$ cat src/rtl/cpu_clint_pkg.sv
// cpu_clint_pkg
//   Shared definitions for the core-local interruptor: the register offsets
//   within the CLINT window and the register-select type with its decoder.
//   The offsets are the single source for software headers and the bus
//   decoder alike.
package cpu_clint_pkg;

    // Byte offsets within the CLINT window.
    localparam logic [15:0] CLINT_MSIP      = 16'h0000;
    localparam logic [15:0] CLINT_MTIMECMP  = 16'h4000;
    localparam logic [15:0] CLINT_MTIMECMPH = 16'h4004;
    localparam logic [15:0] CLINT_MTIME     = 16'hBFF8;
    localparam logic [15:0] CLINT_MTIMEH    = 16'hBFFC;

    typedef enum logic [2:0] {
        REG_NONE,
        REG_MSIP,
        REG_CMP_LO,
        REG_CMP_HI,
        REG_TIME_LO,
        REG_TIME_HI
    } reg_sel_e;

    // Decodes a 32-bit word address (byte offset with addr[1:0] dropped).
    function automatic reg_sel_e clint_decode(input logic [13:0] word_addr);
        reg_sel_e sel;
        sel = REG_NONE;
        if (word_addr == CLINT_MSIP[15:2])           sel = REG_MSIP;
        else if (word_addr == CLINT_MTIMECMP[15:2])  sel = REG_CMP_LO;
        else if (word_addr == CLINT_MTIMECMPH[15:2]) sel = REG_CMP_HI;
        else if (word_addr == CLINT_MTIME[15:2])     sel = REG_TIME_LO;
        else if (word_addr == CLINT_MTIMEH[15:2])    sel = REG_TIME_HI;
        return sel;
    endfunction

endpackage

$ cat src/rtl/cpu_clint_if.sv
// cpu_clint_if
//   Data-bus slave port of the CLINT.
//   req    : access valid this cycle
//   we     : 1 = write, 0 = read
//   addr   : byte offset within the CLINT window (addr[1:0] ignored)
//   wdata  : write data
//   wmask  : byte enables for writes
//   rdata  : registered read data
//   rvalid : rdata valid, one cycle after a read req
interface cpu_clint_if #(
    parameter int XLEN = 32
);
    logic            req;
    logic            we;
    logic [15:0]     addr;
    logic [XLEN-1:0] wdata;
    logic [3:0]      wmask;
    logic [XLEN-1:0] rdata;
    logic            rvalid;

    modport master (
        output req, we, addr, wdata, wmask,
        input  rdata, rvalid
    );

    modport slave (
        input  req, we, addr, wdata, wmask,
        output rdata, rvalid
    );
endinterface

$ cat src/rtl/cpu_clint_prescaler.sv
// cpu_clint_prescaler
//   Divides the clock into mtime ticks: counts 0..TICK_DIV-1 and raises
//   tick during the wrap cycle. With TICK_DIV = 1 tick is permanently high.
//   clk   : clock
//   rst_n : asynchronous active-low reset
//   tick  : mtime increment enable
module cpu_clint_prescaler #(
    parameter int TICK_DIV = 1
) (
    input  logic clk,
    input  logic rst_n,
    output logic tick
);

    localparam int            CW   = (TICK_DIV > 1) ? $clog2(TICK_DIV) : 1;
    localparam logic [CW-1:0] LAST = CW'(TICK_DIV - 1);

    logic [CW-1:0] cnt_reg;

    always_ff @(posedge clk or negedge rst_n) begin
        if (!rst_n) begin
            cnt_reg <= '0;
        end else if (cnt_reg == LAST) begin
            cnt_reg <= '0;
        end else begin
            cnt_reg <= cnt_reg + CW'(1);
        end
    end

    assign tick = (cnt_reg == LAST);

endmodule

$ cat src/rtl/cpu_clint.sv
// cpu_clint
//   Core-local interruptor for the single-hart CPU: 64-bit mtime,
//   64-bit mtimecmp and the msip bit behind a memory-mapped slave port,
//   plus the registered interrupt lines into the CSR file.
//   clk         : clock
//   rst_n       : asynchronous active-low reset
//   bus         : data-bus slave port (cpu_clint_if.slave)
//   msi_pending : registered copy of msip[0]
//   mti_pending : registered result of mtime >= mtimecmp (unsigned)
module cpu_clint
    import cpu_clint_pkg::*;
#(
    parameter int XLEN     = 32,
    parameter int TICK_DIV = 1
) (
    input  logic       clk,
    input  logic       rst_n,
    cpu_clint_if.slave bus,
    output logic       msi_pending,
    output logic       mti_pending
);

    logic            tick;
    reg_sel_e        sel;
    logic            wr_en;
    logic            rd_en;
    logic [7:0]      time_be;
    logic [7:0]      cmp_be;
    logic [63:0]     mtime_reg;
    logic [63:0]     mtime_inc;
    logic [63:0]     mtime_next;
    logic [63:0]     mtimecmp_reg;
    logic [63:0]     mtimecmp_next;
    logic            msip_reg;
    logic            msip_next;
    logic [31:0]     rd_val;
    logic [XLEN-1:0] rdata_reg;
    logic            rvalid_reg;
    logic            mti_reg;
    logic            msi_reg;
    logic            unused_addr_bits;

    cpu_clint_prescaler #(
        .TICK_DIV (TICK_DIV)
    ) u_prescaler (
        .clk   (clk),
        .rst_n (rst_n),
        .tick  (tick)
    );

    assign unused_addr_bits = ^bus.addr[1:0];

    assign sel   = clint_decode(bus.addr[15:2]);
    assign wr_en = bus.req & bus.we;
    assign rd_en = bus.req & ~bus.we;

    // Byte enables over the full 64-bit registers: the word select steers
    // wmask into the low or high half.
    assign time_be = {(wr_en && sel == REG_TIME_HI) ? bus.wmask : 4'b0,
                      (wr_en && sel == REG_TIME_LO) ? bus.wmask : 4'b0};
    assign cmp_be  = {(wr_en && sel == REG_CMP_HI)  ? bus.wmask : 4'b0,
                      (wr_en && sel == REG_CMP_LO)  ? bus.wmask : 4'b0};

    assign mtime_inc = tick ? (mtime_reg + 64'd1) : mtime_reg;

    // Written bytes override; every other byte of mtime takes the
    // incremented value, so a write during a tick keeps the carry intact
    // for the bytes software did not touch.
    generate
        for (genvar gi = 0; gi < 8; gi++) begin : g_lane
            assign mtime_next[8*gi +: 8]    = time_be[gi] ? bus.wdata[8*(gi%4) +: 8]
                                                          : mtime_inc[8*gi +: 8];
            assign mtimecmp_next[8*gi +: 8] = cmp_be[gi]  ? bus.wdata[8*(gi%4) +: 8]
                                                          : mtimecmp_reg[8*gi +: 8];
        end
    endgenerate

    assign msip_next = (wr_en && sel == REG_MSIP && bus.wmask[0]) ? bus.wdata[0] : msip_reg;

    // Read mux uses pre-edge state, so a read in a tick cycle sees old mtime.
    always_comb begin
        rd_val = 32'h0;
        case (sel)
            REG_MSIP:    rd_val = {31'b0, msip_reg};
            REG_CMP_LO:  rd_val = mtimecmp_reg[31:0];
            REG_CMP_HI:  rd_val = mtimecmp_reg[63:32];
            REG_TIME_LO: rd_val = mtime_reg[31:0];
            REG_TIME_HI: rd_val = mtime_reg[63:32];
            default:     rd_val = 32'h0;
        endcase
    end

    always_ff @(posedge clk or negedge rst_n) begin
        if (!rst_n) begin
            mtime_reg    <= '0;
            mtimecmp_reg <= '1;
            msip_reg     <= 1'b0;
            rdata_reg    <= '0;
            rvalid_reg   <= 1'b0;
            mti_reg      <= 1'b0;
            msi_reg      <= 1'b0;
        end else begin
            mtime_reg    <= mtime_next;
            mtimecmp_reg <= mtimecmp_next;
            msip_reg     <= msip_next;
            rvalid_reg   <= rd_en;
            if (rd_en) begin
                rdata_reg <= XLEN'(rd_val);
            end
            // Pending lines follow register state one edge later.
            mti_reg      <= (mtime_reg >= mtimecmp_reg);
            msi_reg      <= msip_reg;
        end
    end

    assign bus.rdata   = rdata_reg;
    assign bus.rvalid  = rvalid_reg;
    assign mti_pending = mti_reg;
    assign msi_pending = msi_reg;

endmodule

$ cat src/flat_wrapper.sv
// flat-port wrapper written by rule: the top's interface ports become plain ports
module cpu_clint_flat import cpu_clint_pkg::*;
#(
    parameter int XLEN     = 32,
    parameter int TICK_DIV = 1
)
  (clk, rst_n, msi_pending, mti_pending, bus_req, bus_we, bus_addr, bus_wdata, bus_wmask, bus_rdata, bus_rvalid);
  cpu_clint_if #(.XLEN(XLEN)) bus_i ();
  input  logic clk;
  input  logic rst_n;
  output logic msi_pending;
  output logic mti_pending;
  input wire logic [$bits(bus_i.req)-1:0] bus_req;
  input wire logic [$bits(bus_i.we)-1:0] bus_we;
  input wire logic [$bits(bus_i.addr)-1:0] bus_addr;
  input wire logic [$bits(bus_i.wdata)-1:0] bus_wdata;
  input wire logic [$bits(bus_i.wmask)-1:0] bus_wmask;
  output wire logic [$bits(bus_i.rdata)-1:0] bus_rdata;
  output wire logic [$bits(bus_i.rvalid)-1:0] bus_rvalid;
  assign bus_i.req = bus_req;
  assign bus_i.we = bus_we;
  assign bus_i.addr = bus_addr;
  assign bus_i.wdata = bus_wdata;
  assign bus_i.wmask = bus_wmask;
  assign bus_rdata = bus_i.rdata;
  assign bus_rvalid = bus_i.rvalid;
  cpu_clint #(.XLEN(XLEN), .TICK_DIV(TICK_DIV)) u_core (.clk(clk), .rst_n(rst_n), .bus(bus_i), .msi_pending(msi_pending), .mti_pending(mti_pending));
endmodule
$ cat config.mk
export PLATFORM = sky130hd
export DESIGN_NAME = cpu_clint_flat
export DESIGN_NICKNAME = d
export VERILOG_FILES = /design/src/rtl/cpu_clint_pkg.sv /design/src/rtl/cpu_clint_if.sv /design/src/rtl/cpu_clint_prescaler.sv /design/src/rtl/cpu_clint.sv /design/src/flat_wrapper.sv
export SDC_FILE = /design/constraint.sdc
export NUM_CORES = 1
export LEC_CHECK = 0
export BUFFER_PORTS_ARGS = -buffer_cell sky130_fd_sc_hd__buf_4
export CORE_MARGIN = 3
export CORE_UTILIZATION = 60
export DETAILED_ROUTE_END_ITERATION = 6
export GPL_ROUTABILITY_DRIVEN = 0
export PLACE_DENSITY = 0.8
export SYNTH_ARGS = -nofsm -noshare
export SYNTH_HDL_FRONTEND = slang
export SYNTH_SLANG_ARGS = --single-unit
$ cat constraint.sdc
create_clock -name clk -period 4.4 [get_ports clk]
set_clock_uncertainty 0.15 [all_clocks]
set_input_delay 0.88 -clock clk [delete_from_list [all_inputs] [get_ports clk]]
set_output_delay 0.88 -clock clk [all_outputs]
set_load 0.05 [all_outputs]
# Yosys cells after proc, flatten, opt, wreduce, memory -nomap -nowiden
# Index checks and enable logic that the tools add are counted.
# op_classes
addsub	2
order_cmp	1
n_eq_ne	17
mux	20
n_bitwise	3
n_reduce_logical	7
# op_table
operator	n
32-bit case mux with 5 select lines	1
64-bit by 1-bit adder with 64-bit output, second input constant	1
64-bit >= comparator	1
64-bit two-way mux	1
8-bit two-way mux	8
14-bit by 13-bit equality test with 1-bit output, second input constant	2
14-bit equality test, second input constant	2
4-bit two-way mux	4
2-bit by 1-bit != test with 1-bit output, second input constant	8
3-bit two-way mux	5
14-bit logical NOT	1
3-bit by 2-bit equality test with 1-bit output, second input constant	2
3-bit equality test, second input constant	2
1-bit logical AND	6
3-bit by 1-bit equality test with 1-bit output, second input constant	1
1-bit AND	2
1-bit adder, second input constant	1
1-bit two-way mux	1
1-bit inverter	1
# totals
ff_bits	165
input_bits	56
out_inout_bits	35

# Longest topological paths before layout
# depth
word_depth	10
depth_mapped	8

# Hierarchy
# Synthesis repeated with hierarchy kept, for this count alone.
# unflattened
hier_cells	1028
area_unflattened_um2	9698.1
# by_module_without_submodules
module	n_inst	cells_per_inst	area_each_um2
cpu_clint	1	1026	9686.8
cpu_clint_prescaler	1	2	11.3

# Worst setup path before layout
# OpenSTA, ideal clock, no wires.
# synth_timing
path_kind	in2reg
startpoint	input port bus_addr[14]
endpoint	register u_core.mtime_reg[37]
arrival_time_ns	2.468
required_time_ns	4.113
setup_slack_ns	1.645
cell_stages	8
path_buffers	3
path_cell_list	nand4b_1 -> or4_1 -> clkbuf_1 -> or3_1 -> clkbuf_1 -> clkbuf_1 -> nor2_1 -> a21oi_1
# synth_via
elab_chain_cells	10
word_cells_on_any_way	15
# synth_lines
element	line_no	rtl
start, declared	flat_wrapper.sv:15	input wire logic [$bits(bus_i.addr)-1:0] bus_addr;
14-bit equality test	cpu_clint_pkg.sv:32	else if (word_addr == CLINT_MTIMEH[15:2]) sel = REG_TIME_HI;
3-bit two-way mux	cpu_clint_pkg.sv:32	
3-bit two-way mux	cpu_clint_pkg.sv:31	else if (word_addr == CLINT_MTIME[15:2]) sel = REG_TIME_LO;
3-bit two-way mux	cpu_clint_pkg.sv:30	else if (word_addr == CLINT_MTIMECMPH[15:2]) sel = REG_CMP_HI;
3-bit two-way mux	cpu_clint_pkg.sv:29	else if (word_addr == CLINT_MTIMECMP[15:2]) sel = REG_CMP_LO;
3-bit two-way mux (*)	cpu_clint_pkg.sv:28	if (word_addr == CLINT_MSIP[15:2]) sel = REG_MSIP;
3-bit equality test (*)	cpu_clint.sv:59	assign time_be = {(wr_en && sel == REG_TIME_HI) ? bus.wmask : 4'b0,
1-bit logical AND (*)	cpu_clint.sv:59	
4-bit two-way mux (*)	cpu_clint.sv:59	
8-bit two-way mux (*)	cpu_clint.sv:71	assign mtime_next[8*gi +: 8] = time_be[gi] ? bus.wdata[8*(gi%4) +: 8]
via u_core.mtime_next[37]	cpu_clint.sv:31	logic [63:0] mtime_next;
end signal, assigned	cpu_clint.sv:103	mtime_reg <= mtime_next;
end, declared	cpu_clint.sv:29	logic [63:0] mtime_reg;
# Mark *: on every way through the listed nets, which the timed path passes. The rest lies on a longest branch.
# A chain may end at the register's enable or synchronous reset.

# Worst setup path in the final report
# layout_timing
startpoint	input port bus_addr[14]
endpoint	register u_core.mtime_reg[15]
# layout_via
elab_chain_cells	10
word_cells_on_any_way	15
# layout_lines
element	line_no	rtl
14-bit equality test	cpu_clint_pkg.sv:32	
3-bit two-way mux	cpu_clint_pkg.sv:32	
3-bit two-way mux	cpu_clint_pkg.sv:31	
3-bit two-way mux	cpu_clint_pkg.sv:30	
3-bit two-way mux	cpu_clint_pkg.sv:29	
3-bit two-way mux (*)	cpu_clint_pkg.sv:28	
3-bit equality test (*)	cpu_clint.sv:60	(wr_en && sel == REG_TIME_LO) ? bus.wmask : 4'b0};
1-bit logical AND (*)	cpu_clint.sv:60	
4-bit two-way mux (*)	cpu_clint.sv:60	
8-bit two-way mux (*)	cpu_clint.sv:71	
via u_core.mtime_next[15]	cpu_clint.sv:31	
# Marked as above.

==> metrics.md <==
| Metric | Value |
|---|---|
| Status | complete, no violations |
| Total power density per cell area | 295 nW/µm² |
| Max-capacitance violation count | 0 |
| Buffer levels on the longest clock path | 2 |
| Global router's overall resource usage | 29.6% |
| Fin. Hold Viols | 0 |
| Core area | 15900 µm² |
| Clock tree from TritonCTS | yes |
| Async SR Flop Fraction | 100% |
| Post-DP Area | 10700 µm² |
| Reg-to-Reg End | u_core.mtime_reg[57]$_DFF_PN0_ |
| Post-CTS Repair Setup Buffers | 0 |
| Worst Setup Slack post-DPL | 0.772 ns |
| Clk Latency, worst-skew pair | 0.44 ns |
| Wire length of the first global-routing pass | 41.5 mm |
| Detailed placer's ending HPWL | 17.9 mm |
| Clk root buf | sky130_fd_sc_hd__clkbuf_16 |
| Worst-path fanout max | 16 |
| Die Height | 134 µm |
| Number of buffers inserted for hold repair after clock tree synthesis | 0 |
| Detail-routed via count per cell | 6.08 |
| Path type of the worst min-delay path | register to register |
| Aggregate routed wire length | 25.8 mm |
| Final worst slack | 1.18 ns |
| Top area cells in the synthesized netlist | sky130_fd_sc_hd__dfrtp_1, sky130_fd_sc_hd__dfstp_2, sky130_fd_sc_hd__ha_1, sky130_fd_sc_hd__mux2_2, sky130_fd_sc_hd__nor2_1 |
| Reg-to-Reg Start | u_core.mtime_reg[6]$_DFF_PN0_ |
| Share of the clock period used by the worst path after layout | 73.2% |
| Starting density of the core | 61.3% |
| Number of design rule violations left after detail routing | 0 |
| Tightest Pin Transition | 1.07 ns |
| Post-synth EDFFs | 0 |
| Number of global-route vias before repair | 7959 |
| Most area-hungry cell type in the Yosys netlist | sky130_fd_sc_hd__dfrtp_1 |
| Synth warnings | 0 |
| Per-instance average area after synthesis | 9.61 µm² |
| Residual antenna-violating net count after detailed routing | 0 |
| FF-to-FF path depth | 6 |
| Multi-input combinational cell area | 5150 µm² |
| Flop-to-flop setup slack | 1.21 ns |
| Part of the Yosys area used for sequential elements | 42.8% |
| Diodes inserted | 0 |
| Non-filler instance count after layout | 1329 |
| DRT iter0 DRCs | 736 |
| Most used flip-flop cell after synthesis | sky130_fd_sc_hd__dfrtp_1 |
| Endpoint with the worst hold slack | u_core.msi_pending$_DFF_PN0_ |
| Crit start category | input port |
| Post-CTS sizing | 0 |
| CTS HTree Levels | 4 |
| Post-layout instance area | 11300 µm² |
| Count of different cell masters after synthesis | 50 |
| Nets in the synthesized netlist | 1138 |
| Sum of overflow across all layers after global routing | 0 |
| Area of the mapped netlist | 9780 µm² |
| Total of fill cells in the finished design | 1205 |
| WL per Instance | 19.4 µm |
| Setup crit start | bus_addr[14] |
| Total vias in the final route | 8074 |
| Slew Viols, Final | 0 |
| Count of buffers from port buffering | 88 |
| Worst slew slack as a fraction of its limit | 28.6% |
| Post-route minimum period | 3.22 ns |
| Pin count of the biggest net entering global routing | 118 |
| Share of final-layout standard cells stronger than drive strength 1 | 24.6% |
| # rows | 46 |
| Synth cell count leaders | sky130_fd_sc_hd__nor2_1, sky130_fd_sc_hd__dfrtp_1, sky130_fd_sc_hd__nand2_1 |
| WP data arrival | 3.34 ns |
| Setup repair after global routing missed its margin | no |
| Die area | 17900 µm² |
| Count leader, synth | sky130_fd_sc_hd__nor2_1 |
| Number of nets in the finished design | 1221 |
| VDD IR-drop max | 0.293 mV |
| Chip width | 134 µm |
| Share of the synthesized area in the top cell type | 25.6% |
| Upper clock frequency limit | 311 MHz |
| Post-synthesis cell count | 1017 |
| Element type at the critical path end | register |
| Start point of the worst min-delay path | u_core.msip_reg$_DFFE_PN0P_ |
| Endpoint required time on the critical path | 4.52 ns |
| Antenna violations before repair | 0 |
| Number of cells after detailed placement | 1297 |
| Classification of the worst setup path | input port to register |
| Top-Level Pins | 91 |
| Clock Sink Count | 164 |
| Register bit total from synthesis | 164 |
| Setup Viol. Count Final | 0 |
| Relative area change from synthesis to final layout | 15.2% |
| Number of detailed-routing iterations run before antenna repair | 6 |
| Footprint of the flip-flops and latches | 4180 µm² |
| Total CTS buffers | 17 |
| Worst-path clk slew | 0.07 ns |
| Final-layout setup total negative slack | 0 ns |
| Leakage component of the power | 4.74 nW |
| Worst Hold Path Cells | 0 |
==> placed cells by master (no fill, tap or decap), drive strengths merged, types with 3 or more instances in the layout <==
| master | n |
|---|---|
| a2111oi | 3 |
| nand3 | 46 |
| nand2 | 90 |
| nand4 | 26 |
| nor2 | 110 |
| and3 | 7 |
| nand2b | 3 |
| nor3 | 20 |
| clkinv | 6 |
| dfrtp | 100 |
| dfstp | 64 |
| a221oi | 32 |
| bufinv | 3 |
| a21oi | 51 |
| xor2 | 22 |
| nor4 | 11 |
| inv | 80 |
| xnor2 | 40 |
| buf | 100 |
| o21ai | 73 |
| ha | 65 |
| and4 | 8 |
| o21a | 3 |
| a21o | 6 |
| clkbuf | 19 |
| mux2i | 32 |
| or3 | 4 |
| mux2 | 66 |
==> worst max-delay path by stage <==
stage | end | slack, ns | cells after the start
global placement | u_core.mtime_reg[11]$_DFF_PN0_ | 0.90 | 6
detailed placement | u_core.mtime_reg[11]$_DFF_PN0_ | 0.77 | 6
global route | u_core.mtime_reg[12]$_DFF_PN0_ | 1.03 | 6
CTS | u_core.mtime_reg[8]$_DFF_PN0_ | 1.26 | 6
finish | u_core.mtime_reg[15]$_DFF_PN0_ | 1.18 | 6
floorplan | u_core.mtime_reg[37]$_DFF_PN0_ | 1.64 | 8
==> cell type report <==
type	instances	share of cell area (%)
sequential	164	37.2
clock inverter	13	1.39
timing repair buffer	100	6.81
tap	216	2.40
inverter	78	2.60
multi-input combinational	739	45.7
clock buffer	19	3.93
==> through the flow <==
step | power (mW) | utilization (%) | hold slack (ns)
after floorplan | 1.68 | - | 0.221
after global placement | 1.81 | 66.9 | 0.296
after detailed placement | 1.81 | 66.9 | 0.304
after CTS | 3.33 | 70.6 | 0.316
after global routing | 3.43 | 70.6 | 0.325
final | 3.32 | 70.6 | 0.318
==> logic make-up (layout without fill, tap and decap cells) <==
group | count (synthesis) | in the layout | synth area share, %
AND/OR/NAND/NOR | 332 | 332 | 16.4
flip-flops | 164 | 164 | 42.8
multiplexers | 98 | 98 | 10.9
XOR/XNOR | 62 | 62 | 5.55
AO/OA/AOI/OAI | 182 | 182 | 11.4
buffers and inverters | 114 | 210 | 4.65
adder cells (fa/ha/maj) | 65 | 65 | 8.32
==> worst max-delay path: stages <==
cell	delay, ns
sky130_fd_sc_hd__buf_4	0.13
sky130_fd_sc_hd__nand4b_1	0.15
sky130_fd_sc_hd__or4_1	0.81
sky130_fd_sc_hd__nand2b_1	0.35
sky130_fd_sc_hd__nor2_1	0.78
sky130_fd_sc_hd__o21ai_0	0.23
==> where the power goes <==
group	switching [mW]	internal (mW)
Clock	0.621	0.906
Sequential	0.0291	1.53
Combinational	0.139	0.0934
==> layer usage <==
| layer | vias to the layer above | wire length (µm) | track usage, % |
|---|---|---|---|
| met4 | 0 | 769 | 11.9 |
| met3 | 65 | 1840 | 6.04 |
| li1 | 3764 | - | - |
| met2 | 352 | 12100 | 47.5 |
| met1 | 3893 | 11000 | 39.7 |
| met5 | - | 0 | 0 |
Power figures use the tool's default switching activity.
